## config.mk

```make
export PLATFORM = sky130hd
export DESIGN_NAME = cfgtag_gw_multi
export DESIGN_NICKNAME = d
export VERILOG_FILES = /design/src/rtl/cfgtag_gw_pkg.sv /design/src/rtl/cfgtag_gw_chan.sv /design/src/rtl/cfgtag_gw_multi.sv
export SDC_FILE = /design/constraint.sdc
export NUM_CORES = 1
export LEC_CHECK = 0
export ABC_CLOCK_PERIOD_IN_PS = 3000
export CORE_MARGIN = 8
export CORE_UTILIZATION = 30
export CTS_CLUSTER_SIZE = 40
export DETAILED_ROUTE_END_ITERATION = 6
export REMOVE_ABC_BUFFERS = 1
export SETUP_SLACK_MARGIN = 0.15
export SLEW_MARGIN = 20
export SYNTH_ARGS = -nofsm -noshare
export SYNTH_HDL_FRONTEND = slang
export SYNTH_SLANG_ARGS = --single-unit
export TNS_END_PERCENT = 100
```

## constraint.sdc

```tcl
create_clock -name clk -period 3 [get_ports clk]
set_input_delay 0.75 -clock clk [delete_from_list [all_inputs] [get_ports clk]]
set_output_delay 0.75 -clock clk [all_outputs]
set_load 0.05 [all_outputs]
```

## src/rtl/cfgtag_gw_pkg.sv

```systemverilog
// Shared types, header layout and helpers for the multi-channel config-tag gateway.
package cfgtag_gw_pkg;

  typedef enum logic [1:0] {
    ST_IDLE,
    ST_HDR,
    ST_PAY
  } state_e;

  localparam int HDR_CHAN_LSB = 28;
  localparam int HDR_CHAN_W   = 4;
  localparam int HDR_CNT_LSB  = 20;
  localparam int HDR_CNT_W    = 8;
  localparam int HDR_ID_LSB   = 0;
  localparam int HDR_ID_W     = 20;

  function automatic int cfgtag_gw_words_f(input int bits);
    return (bits + 31) / 32;
  endfunction

endpackage

```

## src/rtl/cfgtag_gw_chan.sv

```systemverilog
// Per-channel capture: detects a new packet by ID change and holds it until the arbiter selects it.
module cfgtag_gw_chan
  import cfgtag_gw_pkg::*;
#(
  parameter int ID_W  = 4,
  parameter int PAY_W = 32
) (
  input  logic                  clk,
  input  logic                  reset_n,
  input  logic                  select_i,
  input  logic [ID_W+PAY_W-1:0] slice_i,
  output logic                  pend_o,
  output logic [PAY_W-1:0]      data_o,
  output logic [ID_W-1:0]       id_o,
  output logic                  overrun_o
);

  logic [ID_W-1:0]  id_in;
  logic [PAY_W-1:0] pay_in;
  logic             new_pkt;

  logic [ID_W-1:0]  last_id_q, last_id_d;
  logic             pend_q, pend_d;
  logic [PAY_W-1:0] pend_data_q, pend_data_d;
  logic             overrun_q, overrun_d;

  assign id_in   = slice_i[ID_W+PAY_W-1 -: ID_W];
  assign pay_in  = slice_i[PAY_W-1:0];
  assign new_pkt = (id_in != last_id_q) && (id_in != '0);

  // A new packet arriving in the selection cycle re-arms pend; the old one leaves via data_o.
  always_comb begin
    last_id_d   = last_id_q;
    pend_d      = pend_q;
    pend_data_d = pend_data_q;
    overrun_d   = overrun_q;
    if (select_i) begin
      pend_d = 1'b0;
    end
    if (new_pkt) begin
      last_id_d   = id_in;
      pend_data_d = pay_in;
      pend_d      = 1'b1;
      if (pend_q && !select_i) begin
        overrun_d = 1'b1;
      end
    end
  end

  always_ff @(posedge clk or negedge reset_n) begin
    if (!reset_n) begin
      last_id_q   <= '0;
      pend_q      <= 1'b0;
      pend_data_q <= '0;
      overrun_q   <= 1'b0;
    end else begin
      last_id_q   <= last_id_d;
      pend_q      <= pend_d;
      pend_data_q <= pend_data_d;
      overrun_q   <= overrun_d;
    end
  end

  // last_id always tracks the held packet, so it doubles as the pending ID.
  assign pend_o    = pend_q;
  assign data_o    = pend_data_q;
  assign id_o      = last_id_q;
  assign overrun_o = overrun_q;

endmodule

```

## src/rtl/cfgtag_gw_multi.sv

```systemverilog
// Multi-channel config-tag gateway: round-robin arbitration over channels, header+payload
// serialisation onto a 32-bit raw network link with credit flow control.
module cfgtag_gw_multi
  import cfgtag_gw_pkg::*;
#(
  parameter int channels_p        = 4,
  parameter int packet_ID_width_p = 4,
  parameter int payload_width_p   = 32,
  parameter int credits_p         = 4
) (
  input  logic                                                     clk,
  input  logic                                                     reset_n,
  input  logic [channels_p*(packet_ID_width_p+payload_width_p)-1:0] cfgtag_data_i,
  input  logic                                                     credit_i,
  output logic                                                     valid_o,
  output logic [31:0]                                              data_o,
  output logic [channels_p-1:0]                                    overrun_o
);

  localparam int SLICE_W = packet_ID_width_p + payload_width_p;
  localparam int WORDS   = cfgtag_gw_words_f(payload_width_p);
  localparam int CNT_W   = $clog2(credits_p + 1);
  localparam int CH_W    = (channels_p > 1) ? $clog2(channels_p) : 1;
  localparam int IDX_W   = HDR_CNT_W;

  logic [channels_p-1:0]        pend;
  logic [channels_p-1:0]        select;
  logic [payload_width_p-1:0]   ch_data [channels_p];
  logic [packet_ID_width_p-1:0] ch_id   [channels_p];

  generate
    for (genvar gi = 0; gi < channels_p; gi++) begin : g_chan
      cfgtag_gw_chan #(
        .ID_W  (packet_ID_width_p),
        .PAY_W (payload_width_p)
      ) u_chan (
        .clk       (clk),
        .reset_n   (reset_n),
        .select_i  (select[gi]),
        .slice_i   (cfgtag_data_i[gi*SLICE_W +: SLICE_W]),
        .pend_o    (pend[gi]),
        .data_o    (ch_data[gi]),
        .id_o      (ch_id[gi]),
        .overrun_o (overrun_o[gi])
      );
    end
  endgenerate

  state_e                       state_q, state_d;
  logic [CH_W-1:0]              last_q, last_d;
  logic [CH_W-1:0]              chan_q, chan_d;
  logic [packet_ID_width_p-1:0] id_q, id_d;
  logic [payload_width_p-1:0]   sdata_q, sdata_d;
  logic [IDX_W-1:0]             idx_q, idx_d;
  logic [CNT_W-1:0]             cnt_q, cnt_d;

  logic            send;
  logic            found, found_hi, found_lo;
  logic [CH_W-1:0] grant, grant_hi, grant_lo;
  logic [WORDS*32-1:0] padded;
  logic [31:0]     hdr;

  assign send    = (state_q != ST_IDLE) && (cnt_q != '0);
  assign valid_o = send;

  // Round robin: lowest pending channel above last-served wins, else lowest at or below it.
  always_comb begin
    grant_hi = '0;
    grant_lo = '0;
    found_hi = 1'b0;
    found_lo = 1'b0;
    for (int c = channels_p - 1; c >= 0; c--) begin
      if (pend[c]) begin
        if (c > int'(last_q)) begin
          found_hi = 1'b1;
          grant_hi = CH_W'(c);
        end else begin
          found_lo = 1'b1;
          grant_lo = CH_W'(c);
        end
      end
    end
    found = found_hi | found_lo;
    grant = found_hi ? grant_hi : grant_lo;
  end

  assign select = (state_q == ST_IDLE && found) ? (channels_p'(1) << grant) : '0;

  always_comb begin
    state_d = state_q;
    last_d  = last_q;
    chan_d  = chan_q;
    id_d    = id_q;
    sdata_d = sdata_q;
    idx_d   = idx_q;
    unique case (state_q)
      ST_IDLE: begin
        if (found) begin
          last_d  = grant;
          chan_d  = grant;
          id_d    = ch_id[grant];
          sdata_d = ch_data[grant];
          state_d = ST_HDR;
        end
      end
      ST_HDR: begin
        if (send) begin
          idx_d   = '0;
          state_d = ST_PAY;
        end
      end
      ST_PAY: begin
        if (send) begin
          if (idx_q == IDX_W'(WORDS - 1)) begin
            state_d = ST_IDLE;
          end else begin
            idx_d = idx_q + 1'b1;
          end
        end
      end
      default: state_d = ST_IDLE;
    endcase

    cnt_d = cnt_q;
    if (send && !credit_i) begin
      cnt_d = cnt_q - 1'b1;
    end else if (credit_i && !send && cnt_q != CNT_W'(credits_p)) begin
      cnt_d = cnt_q + 1'b1;
    end
  end

  always_comb begin
    padded                      = '0;
    padded[payload_width_p-1:0] = sdata_q;
    hdr                                = '0;
    hdr[HDR_CHAN_LSB +: HDR_CHAN_W]    = HDR_CHAN_W'(chan_q);
    hdr[HDR_CNT_LSB +: HDR_CNT_W]      = HDR_CNT_W'(WORDS);
    hdr[HDR_ID_LSB +: HDR_ID_W]        = HDR_ID_W'(id_q);
    unique case (state_q)
      ST_HDR:  data_o = hdr;
      ST_PAY:  data_o = padded[32*idx_q +: 32];
      default: data_o = '0;
    endcase
  end

  always_ff @(posedge clk or negedge reset_n) begin
    if (!reset_n) begin
      state_q <= ST_IDLE;
      last_q  <= CH_W'(channels_p - 1);
      chan_q  <= '0;
      id_q    <= '0;
      sdata_q <= '0;
      idx_q   <= '0;
      cnt_q   <= CNT_W'(credits_p);
    end else begin
      state_q <= state_d;
      last_q  <= last_d;
      chan_q  <= chan_d;
      id_q    <= id_d;
      sdata_q <= sdata_d;
      idx_q   <= idx_d;
      cnt_q   <= cnt_d;
    end
  end

  credit_overflow_a: assert property (@(posedge clk) disable iff (!reset_n)
    !(credit_i && !send && cnt_q == CNT_W'(credits_p)));

endmodule

```

# Yosys cells after proc, flatten, opt, wreduce, memory -nomap -nowiden
# Cells that the tools add are included.
word_totals:
  register_bits: 205
  latch_bits: 0
  ramBits: 0
  rom_bits: 0
  in_bits: 147
  wordCells: 140
  output_inout_bits: 37
  memories: 0
op_classes:
  n_bitwise: 2
  magnitude_cmp: 4
  div: 0
  n_mux: 54
  n_mul: 0
  n_eq_ne: 12
  shifts: 2
  add_sub_neg: 3
  n_reduce_logical: 40
ops:
  columns: ["operator", "n"]
  rows:
  - ["binary-select mux 32 bit (select 2 bit)", 1]
  - ["two-way mux 32 bit", 2]
  - ["case mux 32 bit (2 select lines)", 1]
  - ["two-way mux 2 bit", 18]
  - ["indexed part select 32 x 14 -> 32 bit", 1]
  - ["two-way mux 8 bit", 3]
  - ["two-way mux 1 bit", 21]
  - ["inequality test 4 bit", 4]
  - ["case mux 8 bit (2 select lines)", 1]
  - ["nonzero test 4 bit", 4]
  - ["nonzero test 2 bit", 7]
  - ["logical AND 1 bit", 13]
  - ["two-way mux 4 bit", 3]
  - ["inequality test 2 bit, second input constant", 5]
  - ["AND reduction 2 bit", 5]
  - ["adder 8 x 1 -> 8 bit, second input constant", 1]
  - ["binary-select mux 4 bit (select 2 bit)", 1]
  - ["logical NOT 8 bit", 1]
  - ["AND reduction 4 bit", 2]
  - ["logical NOT 1 bit", 6]
  - ["two-way mux 3 bit", 2]
  - ["case mux 2 bit (3 select lines)", 1]
  - ["> comparator 2 bit, first input constant", 2]
  - ["<< shifter 1 x 2 -> 4 bit, first input constant", 1]
  - ["11 further kinds", 11]

# Longest topological paths before layout
depth:
  depth_word: 14
  depth_mapped: 10
  depth_no_buf: 10

# Modules after synthesis
# A second synthesis with hierarchy kept.
hier_totals:
  cells_unflattened: 721
  hier_area_um2: 9511.6
by_module_without_submodules:
  columns: ["module", "area_per_inst_um2", "instances", "seq_area_each_um2", "cells_per_inst"]
  rows:
  - ["cfgtag_gw_chan", 1478.9, 4, 950.9, 86]
  - ["cfgtag_gw_multi", 3595.9, 1, 1330.0, 377]

# Worst setup path before layout
# No wires, ideal clock.
synth_path:
  kind: "reg-to-output"
  start: "reg state_q[0]"
  end: "out data_o[0]"
  n_path_buf: 1
  t_required_ps: 2250
  arrival_ps: 1880
  slack_ps: 370
  path_stages_with_launch: 7
  cell_sequence: "dfrtp_1 -> inv_1 -> ha_1 -> and3_1 -> clkbuf_1 -> a22oi_1 -> nor2b_1"
synth_between:
  elab_chain_len: 2
  elab_cells_between_ends: 3
  classes_between: "eq/ne (2); mux (1)"
synth_rtl:
  columns: ["item", "line_no", "rtl"]
  rows:
  - ["start: declaration", "cfgtag_gw_multi.sv:49", "state_e state_q, state_d;"]
  - ["start signal: assignment", "cfgtag_gw_multi.sv:156", "state_q <= state_d;"]
  - ["== test 2 bit / == test 2 x 1 -> 1 bit (equally long branches)", "cfgtag_gw_multi.sv:139", "unique case (state_q)"]
  - ["case mux 32 bit (2 select lines) (*)", "cfgtag_gw_multi.sv:139", null]
  - ["end: declaration", "cfgtag_gw_multi.sv:16", "output logic [31:0] data_o,"]
# Every way passes the cells marked *; elsewhere a longest branch is shown, timed or not.

# Worst setup path after layout
layout_path:
  start: "reg state_q[0]"
  end: "out data_o[1]"
# Same word-level chain as after synthesis.

==> results.cfg <==
[outcome]
outcome = complete, no violations

[timing]
fmax_mhz = 357
tightestPinTransition_ns = 0.874
clock-skew-final_ns = 0.0114
finalHoldViolCount = 0
fin_crit_sh_pct = 93.4
setup_viol = 0
max_slew_margin_pct = 41.7
layout_setup_ws_ns = 0.197
min_period_ns = 2.80
finalSetupTns_ns = 0
rsz0062_at_grt = yes
timing.hold.ws_ns = 0.193
maxSlewViolCount = 0

[clocking]
cts_root_buf = clkbuf_16
clock_latency_ns = 0.52
postCtsHoldBufs = 0
cts_tree = built
cts.sinks = 205
htreeDepth = 1
clkTransAtPathRegs_ns = 0.06
clock_path_buffers = 3
post_cts_buffers = 0
cts_buffers = 25

[global_routing]
grt_pass1_vias = 7576
antenna_found_initial = 5
grt_pass1_wl_um = 45100
grt_start_max_net_pins = 73
grt_usage_pct = 14.9
grt_overflow = 0

[die]
die_h_um = 196
fp-row-count = 65
ios = 184
die_w_um = 196
core_area_um2 = 31600
start_util_pct = 30.6
fp.dieArea_um2 = 38300

[synthesis]
synth_ff_type = dfrtp_1
async_reset_ff_share_pct = 100
yosysSeqAreaShare_pct = 53.0
ys_warn_count = 0
syn_inst = 809
synth.ff_latch_count = 205
synthTopCellsByArea = dfrtp_1, mux2_2, mux2i_1
synth.cell_area_um2 = 9680
yosysUniqueCellTypes = 51
avgSynthCellArea_um2 = 12.0
synth_top_cell_area_share_pct = 52.2
yosysTopAreaCell = dfrtp_1
synth_edf_count = 0

[power]
ir_worst_vdd_uv = 593
p_leak_nw = 5.53
p_switching_mw = 4.71
powerDensity_nw_per_um2 = 934
power_frac_seq_pct = 29.6
p_comb_share_pct = 44.1
internal_power_mw = 7.77
power_switching_share_pct = 37.8
pwr-share-clk_pct = 26.3

[routing]
vias = 7196
postRouteAntennaNets = 0
route.detailed.drc = 0
avgViaCountPerCell = 5.10
routed_wl_um = 28800
wl_per_cell_um = 20.4
first_pass_iters = 5
drt_iter0_markers = 410

[worst_setup_path]
path_cells = inv_2 -> ha_2 -> and3_4 -> buf_12 -> a22oi_1 -> nor2b_2 -> buf_12
slowest_delay_ns = 0.39
crit_type = reg -> out
timing.critical_path.buf_inv = 3
slowest_stage = dfrtp_1
startpoint_type = flip-flop
worst-path-max-fanout = 14
critical_path.top_delay_family = simple AND/OR/NAND/NOR gates
cp-end-kind = output pin
cp.arrival_ns = 2.05
crit_path_frequent_cell = buf_12
critPathRequiredTime_ns = 2.25

[finish]
postLayoutCoreUtil_pct = 42.2
antenna_cells = 0
area_growth_pct = 38.0
layout_common_cells = dfrtp_1, clkdlybuf4s50_1, mux2_2
drive_gt1_share_pct = 28.6
final_common_cell = dfrtp_1
finalNetCount = 1143
stdcell_count = 1410

[place]
pre_cts_slack_ns = 0.323
place_inst = 1365
finalWeightedCongestion = 0.755
hpwl_um = 20300
port_buffers = 183

[flow_run]
drv_cap = 0

[hold_path]
hold_class = in -> async
## registers in the layout (all words and copies together), names as in the netlist
register	cells
idx_q	8
state_q	2
id_q	4
cnt_q	3
g_chan.u_chan.overrun_o	4
g_chan.u_chan.pend_o	4
g_chan.u_chan.data_o	128
chan_q	2
last_q	2
g_chan.u_chan.id_o	16
padded	32
## path summary, 6_finish.rpt
kind	startpoint	endpoint	slack, ns	cells after the start
setup / recovery	state_q[0]$_DFFE_PN0P_	data_o[1]	0.20	7
hold / removal	reset_n	g_chan[1].u_chan.overrun_o$_DFFE_PN0P_	0.19	1
setup reg to reg	state_q[0]$_DFFE_PN0P_	cnt_q[2]$_DFFE_PN1P_	0.60	10
hold reg to reg	g_chan[1].u_chan.overrun_o$_DFFE_PN0P_	g_chan[1].u_chan.overrun_o$_DFFE_PN0P_	0.46	1
max in group asynchronous	reset_n	cnt_q[2]$_DFFE_PN1P_	2.01	2
min in group clk	g_chan[1].u_chan.overrun_o$_DFFE_PN0P_	g_chan[1].u_chan.overrun_o$_DFFE_PN0P_	0.46	1
## area by class of cell
| class | count | area (µm²) |
|---|---|---|
| flip-flops and latches | 205 | 5130 |
| inverters | 14 | 52.6 |
| multi-input cells | 532 | 4290 |
| well taps | 402 | 503 |
| fillers | 2951 | 18300 |
| clock buffers | 31 | 698 |
| clock inverters | 14 | 204 |
| repair buffers | 212 | 2470 |
## repair_timing
item,in CTS,in global routing
pin swaps,1,0
endpoints found under the setup margin,31,30
gates resized for setup,11,14
## synth_stat cells (2+ instances only)
| cell | count |
|---|---|
| dfrtp_1 | 202 |
| mux2_2 | 139 |
| o21ai_0 | 51 |
| nor2_1 | 39 |
| mux2i_1 | 37 |
| nand2_1 | 29 |
| o22ai_1 | 28 |
| and3_1 | 27 |
| a221oi_1 | 26 |
| clkbuf_1 | 26 |
| buf_2 | 22 |
| xor2_1 | 18 |
| inv_1 | 13 |
| o21ai_1 | 13 |
| nor2b_1 | 12 |
| nor3_1 | 12 |
| a21oi_1 | 11 |
| a31oi_1 | 11 |
| o2bb2ai_1 | 10 |
| a21o_1 | 8 |
| a22o_1 | 7 |
| a22oi_1 | 7 |
| ha_1 | 5 |
| nor4_1 | 5 |
| a21oi_2 | 4 |
| a31o_2 | 4 |
| buf_4 | 4 |
| dfstp_2 | 3 |
| nand2b_1 | 3 |
| o21a_1 | 3 |
| or3_1 | 3 |
| a211oi_1 | 2 |
| and2_1 | 2 |
| buf_12 | 2 |
| buf_6 | 2 |
| nand3_1 | 2 |
| o211ai_1 | 2 |
| or2_2 | 2 |
## power by group through the flow
stage | logic [mW] | registers, mW | clock network, mW
after global placement | 5.42 | 3.70 | 0
after floorplan | 3.02 | 3.61 | 0
after detailed placement | 5.49 | 3.73 | 0
after CTS | 5.56 | 3.68 | 3.39
after global routing | 5.96 | 3.76 | 3.50
final | 5.50 | 3.69 | 3.28
## through the flow
step	power, mW	area, µm²
global placement	9.13	12400
CTS	12.6	13300
finish	12.5	13400
detailed placement	9.22	12400
floorplan	6.63	9360
global route	13.2	13400
## cell families (layout without fill, tap and decap cells)
logic type               count (synthesis)  count (layout)  share of synthesized area [%]
adder cells (fa/ha/maj)                  6               6                          0.853
buffers and inverters                   72             271                           3.88
multiplexers                           177             177                           20.1
XOR/XNOR                                18              18                           1.63
AND/OR/NAND/NOR                        140             140                           7.34
AO/OA/AOI/OAI                          191             191                           13.1
flip-flops                             205             205                           53.0
## routing by layer
layer,up-vias,wire [µm],global-route usage (%)
met4,8,470,2.95
met1,3614,12800,19.4
met5,-,41,0
met3,44,1840,3.99
met2,187,13700,24.6
li1,3343,-,-
No activity file was read; power rests on OpenSTA's default activity.
